$ cat config.mk
export PLATFORM = sky130hd
export DESIGN_NAME = clock_contention
export DESIGN_NICKNAME = d
export VERILOG_FILES = /design/src/rtl/clock_contention.sv
export SDC_FILE = /design/constraint.sdc
export NUM_CORES = 1
export LEC_CHECK = 0
export ABC_AREA = 1
export CORE_ASPECT_RATIO = 1.1
export CORE_UTILIZATION = 52
export CTS_CLUSTER_DIAMETER = 30
export DETAILED_ROUTE_END_ITERATION = 8
export PLACE_DENSITY = 0.95
export SLEW_MARGIN = 30
export SYNTH_ARGS = -nofsm -noshare
export SYNTH_HDL_FRONTEND = slang
export SYNTH_SLANG_ARGS = --single-unit
$ cat constraint.sdc
create_clock -name clock -period 3.6 [get_ports clock]
set_clock_uncertainty 0.1 [all_clocks]
set_input_delay 0.72 -clock clock [delete_from_list [all_inputs] [get_ports clock]]
set_output_delay 0.72 -clock clock [all_outputs]
set_load 0.03 [all_outputs]
$ cat src/rtl/clock_contention.sv
// -----------------------------------------------------------------------------
// clock_contention
//
// Clock-enable generator and CPU contention arbiter for the Spectrum core.
// A free-running DIVW-bit counter on the master clock produces:
//   * fixed pixel/peripheral enables (14 MHz, 7 MHz rising and falling),
//   * a raw CPU enable pair whose period is selectable (turbo),
//   * the CPU enable pair after contention, which suppresses raw CPU edges
//     while the CPU is about to touch contended memory or the ULA port
//     inside the video contention window.
//
// Parameters
//   DIVW    master-clock divider width, master = 2^DIVW x 3.5 MHz (>= 4)
//   TURBOW  width of the turbo select
//
// Ports
//   clock       in   master clock (56 MHz at DIVW=4)
//   reset       in   asynchronous active-low reset
//   mode        in   contention model: 0=48K 1=128K 2=+3 3=none
//   turbo       in   CPU rate select, period = 2^(DIVW-turbo) clocks
//   mreq        in   CPU memory request, active low
//   iorq        in   CPU I/O request, active low
//   a           in   CPU address
//   ramPage     in   RAM page mapped at C000h
//   vduC        in   video contention window (high = open)
//   pe14M       out  14 MHz enable
//   pe7M0       out  7 MHz pixel enable, rising
//   ne7M0       out  7 MHz pixel enable, falling
//   necpu       out  CPU falling-edge enable after contention
//   pecpu       out  CPU rising-edge enable after contention
//   stall       out  current raw CPU edge is being suppressed
//   stallCount  out  saturating count of suppressed raw pecpu edges
// -----------------------------------------------------------------------------
module clock_contention #(
    parameter int DIVW   = 4,
    parameter int TURBOW = 2
) (
    input  logic              clock,
    input  logic              reset,
    input  logic [1:0]        mode,
    input  logic [TURBOW-1:0] turbo,
    input  logic              mreq,
    input  logic              iorq,
    input  logic [15:0]       a,
    input  logic [2:0]        ramPage,
    input  logic              vduC,
    output logic              pe14M,
    output logic              pe7M0,
    output logic              ne7M0,
    output logic              necpu,
    output logic              pecpu,
    output logic              stall,
    output logic [15:0]       stallCount
);

    // Highest usable turbo level: limited both by the select width and by
    // the divider (the fastest CPU period is two master clocks).
    localparam int TURBO_SEL_MAX = (2 ** TURBOW) - 1;
    localparam int TURBO_CAP     = (TURBO_SEL_MAX < DIVW - 1) ? TURBO_SEL_MAX : DIVW - 1;
    localparam logic [TURBOW-1:0] TURBO_MAX = TURBOW'(TURBO_CAP);

    localparam logic [1:0] MODE_48K  = 2'd0;
    localparam logic [1:0] MODE_128K = 2'd1;
    localparam logic [1:0] MODE_P3   = 2'd2;
    localparam logic [1:0] MODE_NONE = 2'd3;

    // -------------------------------------------------------------------------
    // State
    // -------------------------------------------------------------------------
    logic [DIVW-1:0]   cnt_reg;
    logic              pe14m_reg;
    logic              ne7m0_reg;
    logic              pe7m0_reg;
    logic              ne_raw_reg;
    logic              pe_raw_reg;
    logic [TURBOW-1:0] turbo_q_reg;
    logic [1:0]        mode_q_reg;
    logic              idle_reg;
    logic              phase_reg;
    logic [15:0]       stall_count_reg;

    // -------------------------------------------------------------------------
    // Per-turbo-level compare against the counter. Level gi has period
    // P = 2^(DIVW-gi), so only the low DIVW-gi counter bits matter:
    //   falling edge at cnt mod P == P/2-1, rising edge at cnt mod P == P-1.
    // Select codes above the cap never reach turbo_q_reg, their slots are 0.
    // -------------------------------------------------------------------------
    logic [2**TURBOW-1:0] ne_hit;
    logic [2**TURBOW-1:0] pe_hit;

    generate
        for (genvar gi = 0; gi < 2 ** TURBOW; gi++) begin : g_level
            if (gi <= TURBO_CAP) begin : g_used
                localparam int LW = DIVW - gi;
                localparam logic [LW-1:0] NE_AT = LW'((2 ** (LW - 1)) - 1);
                assign ne_hit[gi] = (cnt_reg[LW-1:0] == NE_AT);
                assign pe_hit[gi] = &cnt_reg[LW-1:0];
            end else begin : g_unused
                assign ne_hit[gi] = 1'b0;
                assign pe_hit[gi] = 1'b0;
            end
        end
    endgenerate

    // Clamp the requested rate to what the divider can deliver.
    logic [TURBOW-1:0] turbo_sel;
    assign turbo_sel = (turbo > TURBO_MAX) ? TURBO_MAX : turbo;

    // -------------------------------------------------------------------------
    // Contention decode (uses the rate/model latched at the last raw pecpu)
    // -------------------------------------------------------------------------
    logic ula_io;
    logic mem_cont;
    logic io_cont;
    logic en_c;
    logic stall_int;
    logic pecpu_int;
    logic necpu_int;

    assign ula_io = !iorq && !a[0];

    always_comb begin
        mem_cont = 1'b0;
        case (mode_q_reg)
            MODE_48K:  mem_cont = (a[15:14] == 2'b01);
            MODE_128K: mem_cont = (a[15:14] == 2'b01) || ((a[15:14] == 2'b11) && ramPage[0]);
            MODE_P3:   mem_cont = (a[15:14] == 2'b01) || ((a[15:14] == 2'b11) && ramPage[2]);
            MODE_NONE: mem_cont = 1'b0;
            default:   mem_cont = 1'b0;
        endcase
    end

    // Only the 48K and 128K ULAs contend the even I/O port.
    assign io_cont = ula_io && !mode_q_reg[1];

    // Contention only exists at the native 3.5 MHz rate.
    assign en_c = (turbo_q_reg == '0) && (mode_q_reg != MODE_NONE);

    // idle means the CPU was not mid-access at the last delivered rising edge,
    // so a new contended access is about to start; phase selects which 7 MHz
    // slots inside the window are blocked.
    assign stall_int = en_c && phase_reg && vduC && idle_reg && (mem_cont || io_cont);

    assign necpu_int = ne_raw_reg && !stall_int;
    assign pecpu_int = pe_raw_reg && !stall_int;

    // -------------------------------------------------------------------------
    // Sequential logic
    // -------------------------------------------------------------------------
    always_ff @(posedge clock or negedge reset) begin
        if (!reset) begin
            cnt_reg         <= '0;
            pe14m_reg       <= 1'b0;
            ne7m0_reg       <= 1'b0;
            pe7m0_reg       <= 1'b0;
            ne_raw_reg      <= 1'b0;
            pe_raw_reg      <= 1'b0;
            turbo_q_reg     <= '0;
            mode_q_reg      <= MODE_48K;
            idle_reg        <= 1'b1;
            phase_reg       <= 1'b0;
            stall_count_reg <= '0;
        end else begin
            cnt_reg <= cnt_reg + DIVW'(1);

            // Fixed enables: registered one clock after the counter compare.
            pe14m_reg <= (cnt_reg[1:0] == 2'd3);
            ne7m0_reg <= (cnt_reg[2:0] == 3'd3);
            pe7m0_reg <= (cnt_reg[2:0] == 3'd7);

            // Raw CPU edges at the currently latched rate.
            ne_raw_reg <= ne_hit[turbo_q_reg];
            pe_raw_reg <= pe_hit[turbo_q_reg];

            // Rate and model only change on a raw rising edge, so the new
            // period starts from a CPU cycle boundary.
            if (pe_raw_reg) begin
                turbo_q_reg <= turbo_sel;
                mode_q_reg  <= mode;
            end

            if (pecpu_int) begin
                idle_reg <= mreq && !ula_io;
            end

            // Toggle each 7 MHz step; hold at 1 while stalled so the stretch
            // lasts in whole 7 MHz steps until the window closes.
            if (pe7m0_reg) begin
                phase_reg <= !(phase_reg && !stall_int);
            end

            if (pe_raw_reg && stall_int && (stall_count_reg != 16'hFFFF)) begin
                stall_count_reg <= stall_count_reg + 16'd1;
            end
        end
    end

    // Address bits 13..1 and ramPage[1] do not take part in contention.
    logic unused_bits;
    assign unused_bits = ^{a[13:1], ramPage[1]};

    // -------------------------------------------------------------------------
    // Outputs
    // -------------------------------------------------------------------------
    assign pe14M      = pe14m_reg;
    assign pe7M0      = pe7m0_reg;
    assign ne7M0      = ne7m0_reg;
    assign necpu      = necpu_int;
    assign pecpu      = pecpu_int;
    assign stall      = stall_int;
    assign stallCount = stall_count_reg;

endmodule
# Yosys cells after proc, flatten, opt, wreduce, memory -nomap -nowiden
# Cells that the tools add are included.
[totals] output_inout_bits=22 regBits=31 elab_cells=63 in_bits=28
[op_classes] n_addsub=2 eq_ne=12 muxes=6 bitwise=1 reduce_logical=29 order_cmp=2
[ops] op="16-bit by 1-bit adder with 16-bit output (second input constant)" n=1
[ops] op="16-bit != test (second input constant)" n=1
[ops] op="1-bit logical AND" n=15
[ops] op="2-bit equality test (second input constant)" n=4
[ops] op="2-bit by 1-bit equality test with 1-bit output (second input constant)" n=3
[ops] op="1-bit zero test" n=6
[ops] op="4-bit by 1-bit adder with 4-bit output (second input constant)" n=1
[ops] op="1-bit binary-select mux with 2-bit select" n=2
[ops] op="4-bit by 3-bit equality test with 1-bit output (second input constant)" n=1
[ops] op="2-bit zero test" n=2
[ops] op="1-bit case mux with 4 select lines" n=1
[ops] op="4-bit AND reduction" n=1
[ops] op="3-bit by 2-bit equality test with 1-bit output (second input constant)" n=1
[ops] op="3-bit equality test (second input constant)" n=1
[ops] op="1-bit logical OR" n=3
[ops] op="2-bit by 3-bit less-than comparator with 1-bit output (second input constant)" n=1
[ops] op="3-bit AND reduction" n=1
[ops] op="2-bit > comparator (second input constant)" n=1
[ops] op="1-bit 2-to-1 mux" n=2
[ops] op="2-bit 2-to-1 mux" n=1
[ops] op="2-bit != test (second input constant)" n=1
[ops] op="2-bit AND reduction" n=1
[ops] op="1-bit NOT" n=1

# Logic depth before layout (Yosys ltp)
[logic_depth] ltp_word=9 mapped_depth=12 ltp_nobuf=12

# Least setup slack after synthesis
# Ideal clock, no wire load.
[synth_path] path_type="input-to-output" from="in ramPage[2]" to="out necpu" t_arrival_ns=1.673 path_buffers=1 stages=8 path_slack_ns=1.107 cell_sequence="inv_1 > nand2_1 > nand3_1 > nand2_1 > nand2_1 > a21oi_4 > buf_6 > nor2_1"
[synth_via] elab_chain_len=7
[synth_lines] element="from (decl)" line_no="45" text="input logic [2:0] ramPage,"
[synth_lines] element="1-bit logical AND" line_no="127" text="MODE_P3: mem_cont = (a[15:14] == 2'b01) || ((a[15:14] == 2'b11) && ramPage[2]);"
[synth_lines] element="1-bit logical OR" line_no="127"
[synth_lines] element="1-bit case mux with 4 select lines" line_no="124" text="case (mode_q_reg)"
[synth_lines] element="1-bit logical OR" line_no="142" text="assign stall_int = en_c && phase_reg && vduC && idle_reg && (mem_cont || io_cont);"
[synth_lines] element="1-bit logical AND" line_no="142"
[synth_lines] element="named net stall" line_no="52" text="output logic stall,"
[synth_lines] element="1-bit zero test" line_no="144" text="assign necpu_int = ne_raw_reg && !stall_int;"
[synth_lines] element="1-bit logical AND" line_no="144"
[synth_lines] element="to (decl)" line_no="50" text="output logic necpu,"
# The timed path passes the listed nets, and every way through them passes these cells.

# Final worst setup path
[layout_path] from="in vduC" to="out pecpu"
[layout_via] elab_chain_len=5
[layout_lines] element="from (decl)" line_no="46" text="input logic vduC,"
[layout_lines] element="1-bit logical AND (3 in a row)" line_no="142"
[layout_lines] element="1-bit zero test" line_no="145" text="assign pecpu_int = pe_raw_reg && !stall_int;"
[layout_lines] element="1-bit logical AND" line_no="145"
[layout_lines] element="to (decl)" line_no="51" text="output logic pecpu,"
# Every way passes these cells.

==> results.tsv <==
metric	value	unit
WS Path Type	in -> out	
total track usage	0.242	
Syn. warnings	0	
status	complete, no violations	
final setup margin	280	ps
Main synth FF type	dfrtp_1	
register area	777	um2
multi-input logic area	902	um2
max_cap viols	0	
RD Place Congestion	0.821	
Post-CTS Hold Fix Bufs	0	
Via density	5.29	
final period utilization	0.922	
Placed Instances	313	
Initial Utilization	0.548	
die area	0.00375	mm2
die extent in x	58.5	um
Post-CTS Setup Bufs	0	
area share of the largest cell type after synthesis	0.412	
insertion delay to the later sink of the worst-skew pair	330	ps
Fin Setup TNS	0	ps
Overflow after GRT	0	
initial antenna violation count	0	
share of flip-flops with an asynchronous set or reset	1.00	
pre-CTS setup slack	275	ps
number of flip-flops in the largest register	16	
Slew Viols, Final	0	
Clk pin slew, worst setup/hold paths	90	ps
Post-synth EDFFs	0	
crit path max fanout	3	
final hold violation count	0	
Cell Rows	22	
Max VDD drop	0.230	mV
average size of a mapped cell	7.83	um2
fin crit period	3320	ps
WL/cell	12.8	um
Leak	1.06	nW
Port Buffer Count	35	
# diodes	0	
IO Pins	50	
H-tree Lvls	2	
DRC Markers	0	
number of global-route vias before repair	1598	
Starting DRT DRC Count	106	
Via Count	1698	
Crit path arrival time	2500	ps
die height	64.1	um
non-filler cells, final	321	
Routed Wire Length	4100	um
# resized after CTS	0	
Slew @ Worst Pin	387	ps
largest net degree at the start of global routing	32	
CP endpoint kind	output port	
Clock Sinks	31	
Slew HR	0.742	
remaining antenna violation count	0	
First-pass DRT Iterations	4	
Yosys cell types	28	
TritonCTS clock tree	yes	
Final HPWL DP	2930	um
RSZ-0062 raised after global routing	no	
cts bufs inserted	5	
# setup viols final	0	
global-route wire length before repair	6890	um
syn nets	269	
Root Buffer	clkbuf_4	
Cell Pwr Density	393	mW/mm2
Critical Path RT	2780	ps
final-stage net count	308	
HP Class	reg -> reg	
Synth Register Bits	31	
cell count after synthesis	233	
f_max	301	MHz
Filler cells	251	
Mapped Area	0.00182	mm2
Yosys top cell by area	dfrtp_1	
share of layout cells above drive strength 1	0.0769	
Seq/Total Area, Yosys	0.426	
layout overhead on the synthesized area	25.4	%
top post-synthesis cells by area	dfrtp_1, nand2_1, nand4_1	
element type at the critical path start	input port	
core area	0.00333	mm2
Clock Path Buffers	2	
[synthesized netlist by cell type (2+ instances only)]
cell,instances
o21a_1,2
nand2_1,77
dfrtp_1,30
buf_6,2
nand3_1,10
ha_1,8
nor2_1,18
xnor2_1,4
nand4_1,19
xor2_1,4
inv_1,26
o21ai_0,11
clkbuf_1,3
a21oi_1,3
nor3_1,3
[worst paths after layout]
kind                                           start                          to  slack [ps]  cells after the start
max                                             vduC                       pecpu         280                      9
max in group asynchronous                      reset        idle_reg$_DFFE_PN1P_        2410                      2
max reg2reg                stallCount[0]$_DFFE_PN0P_   stallCount[9]$_DFFE_PN0P_        1650                      9
min in group asynchronous                      reset  stallCount[10]$_DFFE_PN0P_         670                      2
min                             idle_reg$_DFFE_PN1P_        idle_reg$_DFFE_PN1P_         400                      2
min reg2reg                     idle_reg$_DFFE_PN1P_        idle_reg$_DFFE_PN1P_         400                      2
[metrics by stage]
| step | total power [W] | hold WS [ps] | area [um2] | util |
|---|---|---|---|---|
| 3_5_place_dp | 0.000674 | 380 | 2220 | 0.666 |
| 6_report | 0.000900 | 398 | 2290 | 0.687 |
| 5_1_grt | 0.000957 | 436 | 2290 | 0.687 |
| 2_1_floorplan | 0.000583 | 324 | 1820 | - |
| 4_1_cts | 0.000902 | 383 | 2290 | 0.687 |
| 3_3_place_gp | 0.000661 | 354 | 2220 | 0.666 |
[cells in the final DEF, fill, tap and decap left out, types with 2 or more instances in the layout]
cell type,Yosys,final
a21oi_1,3,3
buf_4,0,3
clkbuf_4,0,5
clkbuf_8,0,2
clkdlybuf4s50_1,0,35
dfrtp_1,30,30
ha_1,8,8
inv_1,26,26
nand2_1,77,77
nand3_1,10,10
nand4_1,19,19
nor2_1,18,18
nor3_1,3,3
o21a_1,2,2
o21ai_0,11,11
xnor2_1,4,4
xor2_1,4,4
[final cells by class]
class	instances	area share
clock buffers	8	0.0301
inverters	28	0.0465
multi-input cells	168	0.394
flip-flops and latches	31	0.340
well taps	48	0.0263
repair buffers	38	0.163
[worst max-delay path, stage by stage]
cell,delay (ps)
clkdlybuf4s50_1,450
nand2_1,50
nor3_1,130
nand3_1,160
inv_1,160
nand2_1,70
nand2_1,110
inv_1,50
clkdlybuf4s50_1,590
[cells by family after synthesis]
logic type	synth area share
AO/OA/AOI/OAI	0.0597
flip-flops	0.426
XOR/XNOR	0.0384
buffers and inverters	0.0796
adder cells (fa/ha/maj)	0.0549
AND/OR/NAND/NOR	0.342
[per-layer routing]
metal / share of wire / wire [um] / global-route usage
met5: 0 / 0 / 0
met4: 0.024 / 97 / 0.125
met3: 0.061 / 248 / 0.0526
met2: 0.49 / 2000 / 0.392
met1: 0.43 / 1760 / 0.299
[report_power, final]
part / switching (W) / internal (W)
clock network: 0.000117 / 0.000115
logic: 0.000157 / 0.0000920
registers: 0.0000293 / 0.000389
total: 0.000304 / 0.000596
Note: power is estimated with default switching activity, not from simulation.
==> patch 1: new RTL, config.mk and constraints unchanged <==
Change the parameter `DIVW` from 4 to 8. Comments in the files are not updated.
--- a/src/rtl/clock_contention.sv
+++ b/src/rtl/clock_contention.sv
@@ -32,7 +32,7 @@
 //   stallCount  out  saturating count of suppressed raw pecpu edges
 // -----------------------------------------------------------------------------
 module clock_contention #(
-    parameter int DIVW   = 4,
+    parameter int DIVW   = 8,
     parameter int TURBOW = 2
 ) (
     input  logic              clock,
Behaviour: not the same (Yosys sat finds a counterexample within 10 cycles, from zero or initial values and one cycle with reset low).
==> patch 1 against the unedited design <==
Synthesized cell count increased by 9.9%. Routed wire length increased by 5.3%. Design area increased by 12%. Sequential cell count increased by 4. Synthesized area increased by 14%. Total power increased by 6.4%. Worst setup slack got worse by 91 ps.
==> patch 1: results (changes against the unedited design) <==
outcome=finished clean (unchanged); Max VDD drop=0.339 mV (was 0.230 mV); multi-input gate count=175 (was 168); Seq cells post-synth=35 (was 31); comb pwr=0.000182 W (was 0.000249 W); layout cells sized above 1=6.73% (was 7.69%); hold slack=348 ps (was 398 ps); Finished Layout Cells=347 (was 321); M1 WL=1630 um (was 1760 um); Worst-path clk slew=60 ps (was 90 ps); fraction of area in non-clock buffers=14.5% (was 16.3%); wire length of the first global-routing pass=7380 um (was 6890 um); GR Util met2=45.6% (was 39.2%); Sw Share=29.2% (was 33.7%); DIE AREA=0.00425 mm2 (was 0.00375 mm2); CTS Root Cell=clkbuf_8 (was clkbuf_4); Inst Count DP=339 (was 313); Detail Placement HPWL=3150 um (was 2930 um); Total Wirelength=4320 um (was 4100 um); Synth Area in Compound Gates=10.2% (was 5.97%); crit-path max FO=9 (was 3); r2r setup slk=1730 ps (was 1650 ps); register area=877 um2 (was 777 um2); # fillers=304 (was 251); Post-Synth Adder-Cell Area=5.43% (was 5.49%); Setup WS pre-CTS=189 ps (was 275 ps); multi-input combinational area share=39.0% (was 39.4%); Post-Synth XOR/XNOR Area=5.07% (was 3.84%)
[patch 1: cell count changes after synthesis, moves of 2 or more]
cell,unedited run,this run
xor2_1,4,12
dfrtp_1,30,34
nand4_1,19,3
o21bai_1,0,16
xnor2_1,4,0
o22ai_1,0,2
nand2_1,77,63
a21oi_1,3,1
nor2_1,18,20
clkbuf_1,3,1
nand3_1,10,27
inv_1,26,40
[patch 1: worst min-delay path by stage]
stage | depth (start not counted) | end | startpoint
2_1_floorplan | 0 | cnt_reg[0] | reset
3_3_place_gp | 1 | cnt_reg[0] | cnt_reg[0]
3_5_place_dp | 1 | cnt_reg[0] | cnt_reg[0]
4_1_cts | 1 | cnt_reg[0] | cnt_reg[0]
5_1_grt | 1 | cnt_reg[0] | cnt_reg[0]
6_report | 1 | cnt_reg[0] | cnt_reg[0]
[patch 1: cells by family after synthesis]
logic type / Yosys count
simple gates: 123
buf+inv: 46
flops: 35
compound gates: 31
xor+xnor: 12
fa+ha+maj: 9
==> patch 2: new RTL, same settings <==
Without the edit above. Put one more register stage on the output `stallCount`. The value now appears one clock later. The other outputs are not delayed to match.
--- a/src/rtl/clock_contention.sv
+++ b/src/rtl/clock_contention.sv
@@ -208,6 +208,8 @@
     assign necpu      = necpu_int;
     assign pecpu      = pecpu_int;
     assign stall      = stall_int;
-    assign stallCount = stall_count_reg;
+    always_ff @(posedge clock) begin
+        stallCount <= stall_count_reg;
+    end
 
 endmodule
Behaviour: same outputs for any inputs over 10 cycles, from zero or initial values and one cycle with reset low; that may be too few to reach the edited logic, so the function may still have changed.
==> patch 2 against the unedited design <==
Design area up 16%. Die area up 18%. Cell count up 6.9%. Synthesized area up 18%. Sequential cell count up 16. Clock power up 28%. Total power up 29%. Non-clock buffer count unchanged. Register-to-register slack better by 70 ps. Worst setup slack better by 1.7 ps. Routed wire length up 8.0%.
==> patch 2: results (changes against the unedited design) <==
outcome=finished clean (unchanged); Max VDD drop=0.234 mV (was 0.230 mV); Worst-Skew Late Latency=300 ps (was 330 ps); Reg-to-Reg Start=stall_count_reg[0] (was stallCount[0]); Post-synth top cells=nand2_1, dfrtp_1, inv_1 (unchanged); endpoints failing hold=0 (unchanged); wire length of the first global-routing pass=7580 um (was 6890 um); Hold Path Origin=turbo_q_reg[1] (was idle_reg); Leak=1.20 nW (was 1.06 nW); syn nets=287 (was 269); number of setup buffers added after CTS=0 (unchanged); Post-Synth XOR/XNOR Area=3.65% (was 3.84%); initial antenna violation count=0 (unchanged); Synth cell types=29 (was 28); Worst-path clk slew=80 ps; leading post-synthesis cells by cell area=dfrtp_1, dfxtp_1, nand2_1 (was dfrtp_1, nand2_1, nand4_1); layout cells sized above 1=7.22% (was 7.69%); r2r endpoint=stall_count_reg[1] (was stallCount[9]); Post-DP Area=0.00256 mm2 (was 0.00222 mm2); DRT iter0 DRCs=104 (was 106); mux share of post-synthesis cell area=0% (unchanged); DR vias=1818 (was 1698); Min-Delay Endpoint=ne_raw_reg (was idle_reg); Combinational Power Share=22.2% (was 27.7%); worst r2r path cells=7 (was 9); Avg WL per Cell=12.9 um (was 12.8 um); r2r setup slk=1720 ps (was 1650 ps); CP arrival=2500 ps (about the same); slew of the pin with the lowest slew margin=389 ps (was 387 ps); maximum clock path buffer count=2 (unchanged); CTS Root Cell=clkbuf_8 (was clkbuf_4); sequential element share of the synthesized area=50.8% (was 42.6%); Synth warnings=0 (unchanged); M1 WL=1850 um (was 1760 um); Synth Area in Compound Gates=4.81% (was 5.97%); Net Switching=0.000359 W (was 0.000304 W); asr flop ratio synth=66.0% (was 100%); cts repair resizes=0 (unchanged); WL met2=2290 um (was 2000 um); vias in the first global route=1735 (was 1598); M1 GR Usage=26.0% (was 29.9%); number of CTS-inserted buffers=5 (unchanged); Post-Synth Adder-Cell Area=4.63% (was 5.49%); hold depth=1 (was 2); Detail Placement HPWL=3110 um (was 2930 um); routability congestion estimate=0.890 (was 0.821); GR Util met2=39.1% (was 39.2%); antenna diode count=0 (unchanged); Seq pwr share=52.1% (was 46.5%); GRT Total Usage=22.3% (was 24.2%); GR met3 Demand/Resource=4.28% (was 5.26%); # nets final=326 (was 308); wire length on met3=185 um (was 248 um)
-- patch 2: critical path, cell delays in order --
cell and delay, ps:
clkdlybuf4s50_1 450, nand2_1 60, nor3_2 190, nand3_2 160, inv_2 110, nand2_1 70
nand2_1 110, inv_1 50, clkdlybuf4s50_1 580
-- patch 2: final cells by class --
cell class,instances,area [um2]
Clock buffer,7,76.3
Clock inverter,1,5.00
Fill cell,301,1320
Inverter,27,101
Multi-Input combinational cell,171,926
Sequential cell,47,1100
Tap cell,52,65.1
Timing Repair Buffer,38,373
-- patch 2: metrics by stage --
| stage | cells | hold slack, ps | setup slack (ps) | util, % | total power (W) |
|---|---|---|---|---|---|
| CTS | 343 | 339 | 277 | 66.7 | 0.00116 |
| global placement | 335 | 311 | 353 | 64.6 | 0.000851 |
| floorplan | 251 | 292 | 1070 | - | 0.000773 |
| global route | 343 | 365 | 164 | 66.7 | 0.00122 |
| detailed placement | 335 | 316 | 323 | 64.6 | 0.000864 |
| finish | 343 | 353 | 282 | 66.7 | 0.00116 |
